===== src/rtl/decod3to8seq_pkg.sv =====
// Shared types, parameter limits and helpers for the timed 3-to-8 decoder.
// State encoding is fixed so external debug tooling can read the state register.
package decod_pkg;

   typedef enum logic [1:0] {
      IDLE  = 2'd0,
      DRIVE = 2'd1,
      GAP   = 2'd2
   } state_t;

   localparam int HOLD_MIN = 1;
   localparam int HOLD_MAX = 255;
   localparam int GAP_MIN  = 0;
   localparam int GAP_MAX  = 255;

   function automatic logic [7:0] onehot3to8(input logic [2:0] code);
      return 8'(1) << code;
   endfunction

   function automatic int max3(input int a, input int b, input int c);
      int m;
      m = (a > b) ? a : b;
      return (m > c) ? m : c;
   endfunction

   function automatic int clamp(input int v, input int lo, input int hi);
      return (v < lo) ? lo : ((v > hi) ? hi : v);
   endfunction

endpackage


===== src/rtl/decod3to8bl.sv =====
// Purely combinational 3-to-8 line decoder: binary code in, one-hot line out.
module decod3to8bl
   import decod_pkg::*;
(
   input  logic [2:0] a,
   output logic [7:0] y
);

   assign y = onehot3to8(a);

endmodule


===== src/rtl/decod3to8seq.sv =====
// Timed 3-to-8 decoder: accepts a code over valid/ready, drives its one-hot line
// for HOLD cycles, then blanks for GAP cycles before returning to IDLE.
module decod3to8seq
   import decod_pkg::*;
#(
   parameter int HOLD = 4,
   parameter int GAP  = 2
)(
   input  logic       clk,
   input  logic       rst,
   input  logic       in_valid,
   output logic       in_ready,
   input  logic [2:0] A,
   input  logic       en,
   input  logic       clr,
   output logic [7:0] Y,
   output logic [2:0] code_q,
   output logic       busy,
   output logic       done
);

   // Out-of-range parameters are pulled into the legal window rather than wrapping.
   localparam int HOLD_C  = clamp(HOLD, HOLD_MIN, HOLD_MAX);
   localparam int GAP_C   = clamp(GAP, GAP_MIN, GAP_MAX);
   localparam int CNT_MAX = max3(HOLD_C, GAP_C, 2);
   localparam int CW      = $clog2(CNT_MAX);

   localparam logic [CW-1:0] HOLD_LOAD = CW'(HOLD_C - 1);
   localparam logic [CW-1:0] GAP_LOAD  = CW'((GAP_C > 0) ? GAP_C - 1 : 0);

   state_t        state_reg;
   logic [CW-1:0] cnt_reg;
   logic [7:0]    y_reg;
   logic [2:0]    code_reg;
   logic          done_reg;

   logic [2:0]    dec_sel;
   logic [7:0]    dec_y;
   logic [7:0]    y_next;

   // In IDLE the decoder looks at the incoming code so the accept edge already drives Y.
   assign dec_sel = (state_reg == IDLE) ? A : code_reg;

   decod3to8bl u_dec (
      .a (dec_sel),
      .y (dec_y)
   );

   assign y_next = en ? dec_y : 8'h00;

   always_ff @(posedge clk) begin
      if (rst) begin
         state_reg <= IDLE;
         cnt_reg   <= '0;
         y_reg     <= 8'h00;
         code_reg  <= 3'd0;
         done_reg  <= 1'b0;
      end else begin
         done_reg <= 1'b0;
         case (state_reg)
            IDLE: begin
               y_reg <= 8'h00;
               if (in_valid && !clr) begin
                  code_reg  <= A;
                  y_reg     <= y_next;
                  cnt_reg   <= HOLD_LOAD;
                  state_reg <= DRIVE;
               end
            end
            DRIVE: begin
               if (clr) begin
                  y_reg     <= 8'h00;
                  cnt_reg   <= '0;
                  state_reg <= IDLE;
               end else if (cnt_reg != '0) begin
                  cnt_reg <= cnt_reg - CW'(1);
                  y_reg   <= y_next;
               end else begin
                  y_reg <= 8'h00;
                  if (GAP_C > 0) begin
                     cnt_reg   <= GAP_LOAD;
                     state_reg <= decod_pkg::GAP;
                  end else begin
                     state_reg <= IDLE;
                     done_reg  <= 1'b1;
                  end
               end
            end
            decod_pkg::GAP: begin
               y_reg <= 8'h00;
               if (clr) begin
                  cnt_reg   <= '0;
                  state_reg <= IDLE;
               end else if (cnt_reg != '0) begin
                  cnt_reg <= cnt_reg - CW'(1);
               end else begin
                  state_reg <= IDLE;
                  done_reg  <= 1'b1;
               end
            end
            default: begin
               y_reg     <= 8'h00;
               cnt_reg   <= '0;
               state_reg <= IDLE;
            end
         endcase
      end
   end

   assign in_ready = (state_reg == IDLE) && !rst;
   assign busy     = (state_reg == DRIVE) || (state_reg == decod_pkg::GAP);
   assign Y        = y_reg;
   assign code_q   = code_reg;
   assign done     = done_reg;

endmodule

===== config.mk =====
export PLATFORM = sky130hd
export DESIGN_NAME = decod3to8seq
export DESIGN_NICKNAME = d
export VERILOG_FILES = /design/src/rtl/decod3to8seq_pkg.sv /design/src/rtl/decod3to8bl.sv /design/src/rtl/decod3to8seq.sv
export SDC_FILE = /design/constraint.sdc
export NUM_CORES = 1
export LEC_CHECK = 0
export ABC_AREA = 0
export CORE_MARGIN = 10
export CORE_UTILIZATION = 45
export DETAILED_ROUTE_END_ITERATION = 10
export PLACE_DENSITY = 0.76
export SETUP_SLACK_MARGIN = 0.1
export SYNTH_ARGS = -nofsm -noshare
export SYNTH_HDL_FRONTEND = slang
export SYNTH_SLANG_ARGS = --single-unit

===== constraint.sdc =====
create_clock -name clk -period 2 [get_ports clk]
set_clock_uncertainty 0.05 [all_clocks]
set_input_delay 0.4 -clock clk [delete_from_list [all_inputs] [get_ports clk]]
set_output_delay 0.4 -clock clk [all_outputs]
set_load 0.005 [all_outputs]

==> metrics.md <==
| Metric | Value |
|---|---|
| Status | `finished, final reports clean` |
| Synthesized area per cell | `8.63 um^2` |
| Worst-margin pin slew | `around 390 ps` |
| Share of layout cells above drive strength 1 | `~15%` |
| Clk root buf | `clkbuf_4` |
| Clk buf depth | `2` |
| Maxcap violations | `0` |
| TritonCTS clock tree | `done` |
| CP Class | `register to register` |
| Net count of the mapped netlist | `around 100` |
| Cts bufs inserted | `3` |
| Area contributors post-synth | `dfxtp_1 42%, ha_1 9.8%, nor2_1 6.4%` |
| Count of cell types in the netlist | `28` |
| HP Class | `register to register` |
| Setup crit end kind | `register` |
| First-pass GRT wire length | `roughly 2700 um` |
| CP max stage delay | `between 400 and 500 ps` |
| Hold buffer count at cts | `0` |
| Worst setup SP type | `register` |
| Initial antenna violation count | `0` |
| Worst-Skew Late Latency | `280 ps` |
| Post-synthesis sequential area ratio | `a little over two fifths` |
| Final setup viols | `0` |
| Worst rel slew slack | `73.9%` |
| WL per Instance | `between 10 and 15 um` |
| CP max-delay cell | `a2111oi_2` |
| Area grow syn2layout | `38.1%` |
| Cell Int Power | `a little over 0.5 mW` |
| FF+latch count, synth | `16` |
| Pin count of the biggest net entering global routing | `13` |
| Max Slew Vio Count | `0` |
| Pre-CTS setup slack | `124 ps` |
| Final Hold Viols | `0` |
| Clock-pin slew on the worst setup and hold paths | `about 90 ps` |
| Clock network power share | `approximately 30%` |
| Combinational share of power | `20.1%` |
| Die area | `roughly 3800 um^2` |
| Quantity of I/O buffers inserted on ports | `21` |
| Final cell count without fillers | `between 100 and 150` |
| 1st-pass router iterations | `4` |
| R2R Setup Slk | `250 ps` |
| Syn Inst Count | `89` |
| Top Ports | `22` |
| Tot GR Track Use | `9.44%` |
| Dpl hpwl | `1340 um` |
| Dpl cells | `about 130` |
| Req. time, crit path | `approximately 2200 ps` |
| DRC Markers | `0` |
| Sequential share of power | `a little under 50%` |
| Die Height | `about 61 um` |
| Initial cell density of the core | `roughly half` |
| Area leader, netlist | `dfxtp_1` |
| Max reg flops | `8` |
| Mapped cell area | `768 um^2` |
| RSZ-0062 raised after global routing | `false` |
| Net Switching | `between 0.15 and 0.2 mW` |
| VDD IR-drop max | `around 470 uV` |
| Antenna diode count | `0` |
| Clock sink total | `16` |
| Worst path cell trace | `inv_1, ha_1, nand2b_1, a2111oi_2, nand2_1, nor2_1` |
| Crit-path max FO | `4` |
| GPL Wtd Cong | `slightly above 0.8` |
| Post-route ant nets | `0` |
| Post-synth top area share | `a little over two fifths` |
| Via count | `roughly 700` |
| GR Overflow Total | `0` |
| Final Worst Setup Slack | `247 ps` |
| Leakage | `approximately 0.43 nW` |
| Vias in the first global route | `636` |
| Most frequent cells in the layout | `19 x clkdlybuf4s50_1, 14 x dfxtp_1, 13 x nor2_1, 10 x nand2_1` |
| Fmax | `about 0.57 GHz` |
| Most common cell after layout, fill and taps aside | `clkdlybuf4s50_1` |
| Switching Fraction | `24.9%` |
| Final net count | `132` |
| Row count | `14` |
| Post-route clock period utilization | `a little under 90%` |
| Final wirelength | `1700 um` |
| Number of synthesis warnings | `0` |
| Htree depth | `1` |
| Setup TNS | `0 ps` |
| Die W | `61.3 um` |
| Core footprint | `around 1600 um^2` |
| P per Cell Area | `approximately 640 nW/um^2` |
| Vias per cell | `5.27` |
| Tmin final | `1750 ps` |
| CP arrival | `1920 ps` |
| 1st-iter DRT viols | `12` |
==> per-layer routing <==
metal	global-route usage, %	part of all wire (%)	vias up
li1	-	-	362
met1	9.48	41	317
met2	17.3	52	20
met3	2.67	6.8	2
met4	4.89	0.53	0
met5	0	0	-
==> path summary, 6_finish.rpt <==
| path | end | start | cells after the start |
|---|---|---|---|
| setup / recovery | Y[5]$_SDFF_PP0_ | cnt_reg[0]$_SDFFE_PP0P_ | 6 |
| hold reg to reg | code_q[2]$_SDFFE_PP0P_ | code_q[2]$_SDFFE_PP0P_ | 2 |
| hold / removal | code_q[2]$_SDFFE_PP0P_ | code_q[2]$_SDFFE_PP0P_ | 2 |
| setup reg to reg | Y[5]$_SDFF_PP0_ | cnt_reg[0]$_SDFFE_PP0P_ | 6 |
==> layout make-up <==
class,count,area [um^2]
Fill cell,137,498
Multi-Input combinational cell,62,395
Tap cell,16,20.0
Timing Repair Buffer,28,260
Clock buffer,4,36.3
Sequential cell,16,323
Inverter,7,26.3
==> power by group through the flow <==
| stage | registers (mW) | logic [mW] | clock network, mW |
|---|---|---|---|
| final | 0.339 | 0.137 | 0.205 |
| after global routing | 0.341 | 0.154 | 0.229 |
| after CTS | 0.340 | 0.138 | 0.217 |
| after detailed placement | 0.348 | 0.136 | 0 |
| after global placement | 0.348 | 0.135 | 0 |
| after floorplan | 0.346 | 0.0831 | 0 |
==> cells by family after synthesis <==
family          after synthesis  share of synthesized area [%]
mux                           2                           2.77
fa+ha+maj                     6                           9.77
flops                        16                           41.7
buf+inv                      11                           6.84
simple gates                 38                           23.0
compound gates               16                           16.0
==> stage by stage <==
step | power (mW) | instance area (um^2) | util [%] | hold WS (ps)
after detailed placement | 0.484 | 1010 | 64.8 | 421
after global routing | 0.724 | 1060 | 68.1 | 474
after global placement | 0.483 | 1010 | 64.8 | 413
final | 0.682 | 1060 | 68.1 | 431
after CTS | 0.695 | 1060 | 68.1 | 435
after floorplan | 0.429 | 768 | - | 413
==> synthesized netlist by cell type <==
cell and n:
a2111oi_2 1, a211o_1 1, a211oi_1 1, a21oi_1 6, a21oi_2 1, a31oi_1 2
and3_1 1, buf_4 1, buf_6 1, clkbuf_1 2, dfxtp_1 16, ha_1 6
inv_1 7, mux2_2 1, mux2i_1 1, nand2_1 10, nand2b_1 3, nand3_1 3
nand3b_1 1, nor2_1 13, nor2b_1 2, nor3_1 2, nor3b_1 1, o22ai_2 1
o32a_1 1, o32ai_1 1, o41ai_1 1, or3_1 2
==> critical path, delay by kind of cell, from the launching register on <==
kind / cells / cell delay (ps)
buffers and inverters: 1 / 60
flip-flops: 1 / 370
AND/OR/NAND/NOR: 3 / 520
AO/OA/AOI/OAI: 1 / 460
adder cells (fa/ha/maj): 1 / 230
==> timing repair <==
action,4_1_cts,5_1_grt
resized for setup,4,0
endpoints found under the setup margin,2,0
buffers inserted,2,0
Power figures use the tool's default switching activity.
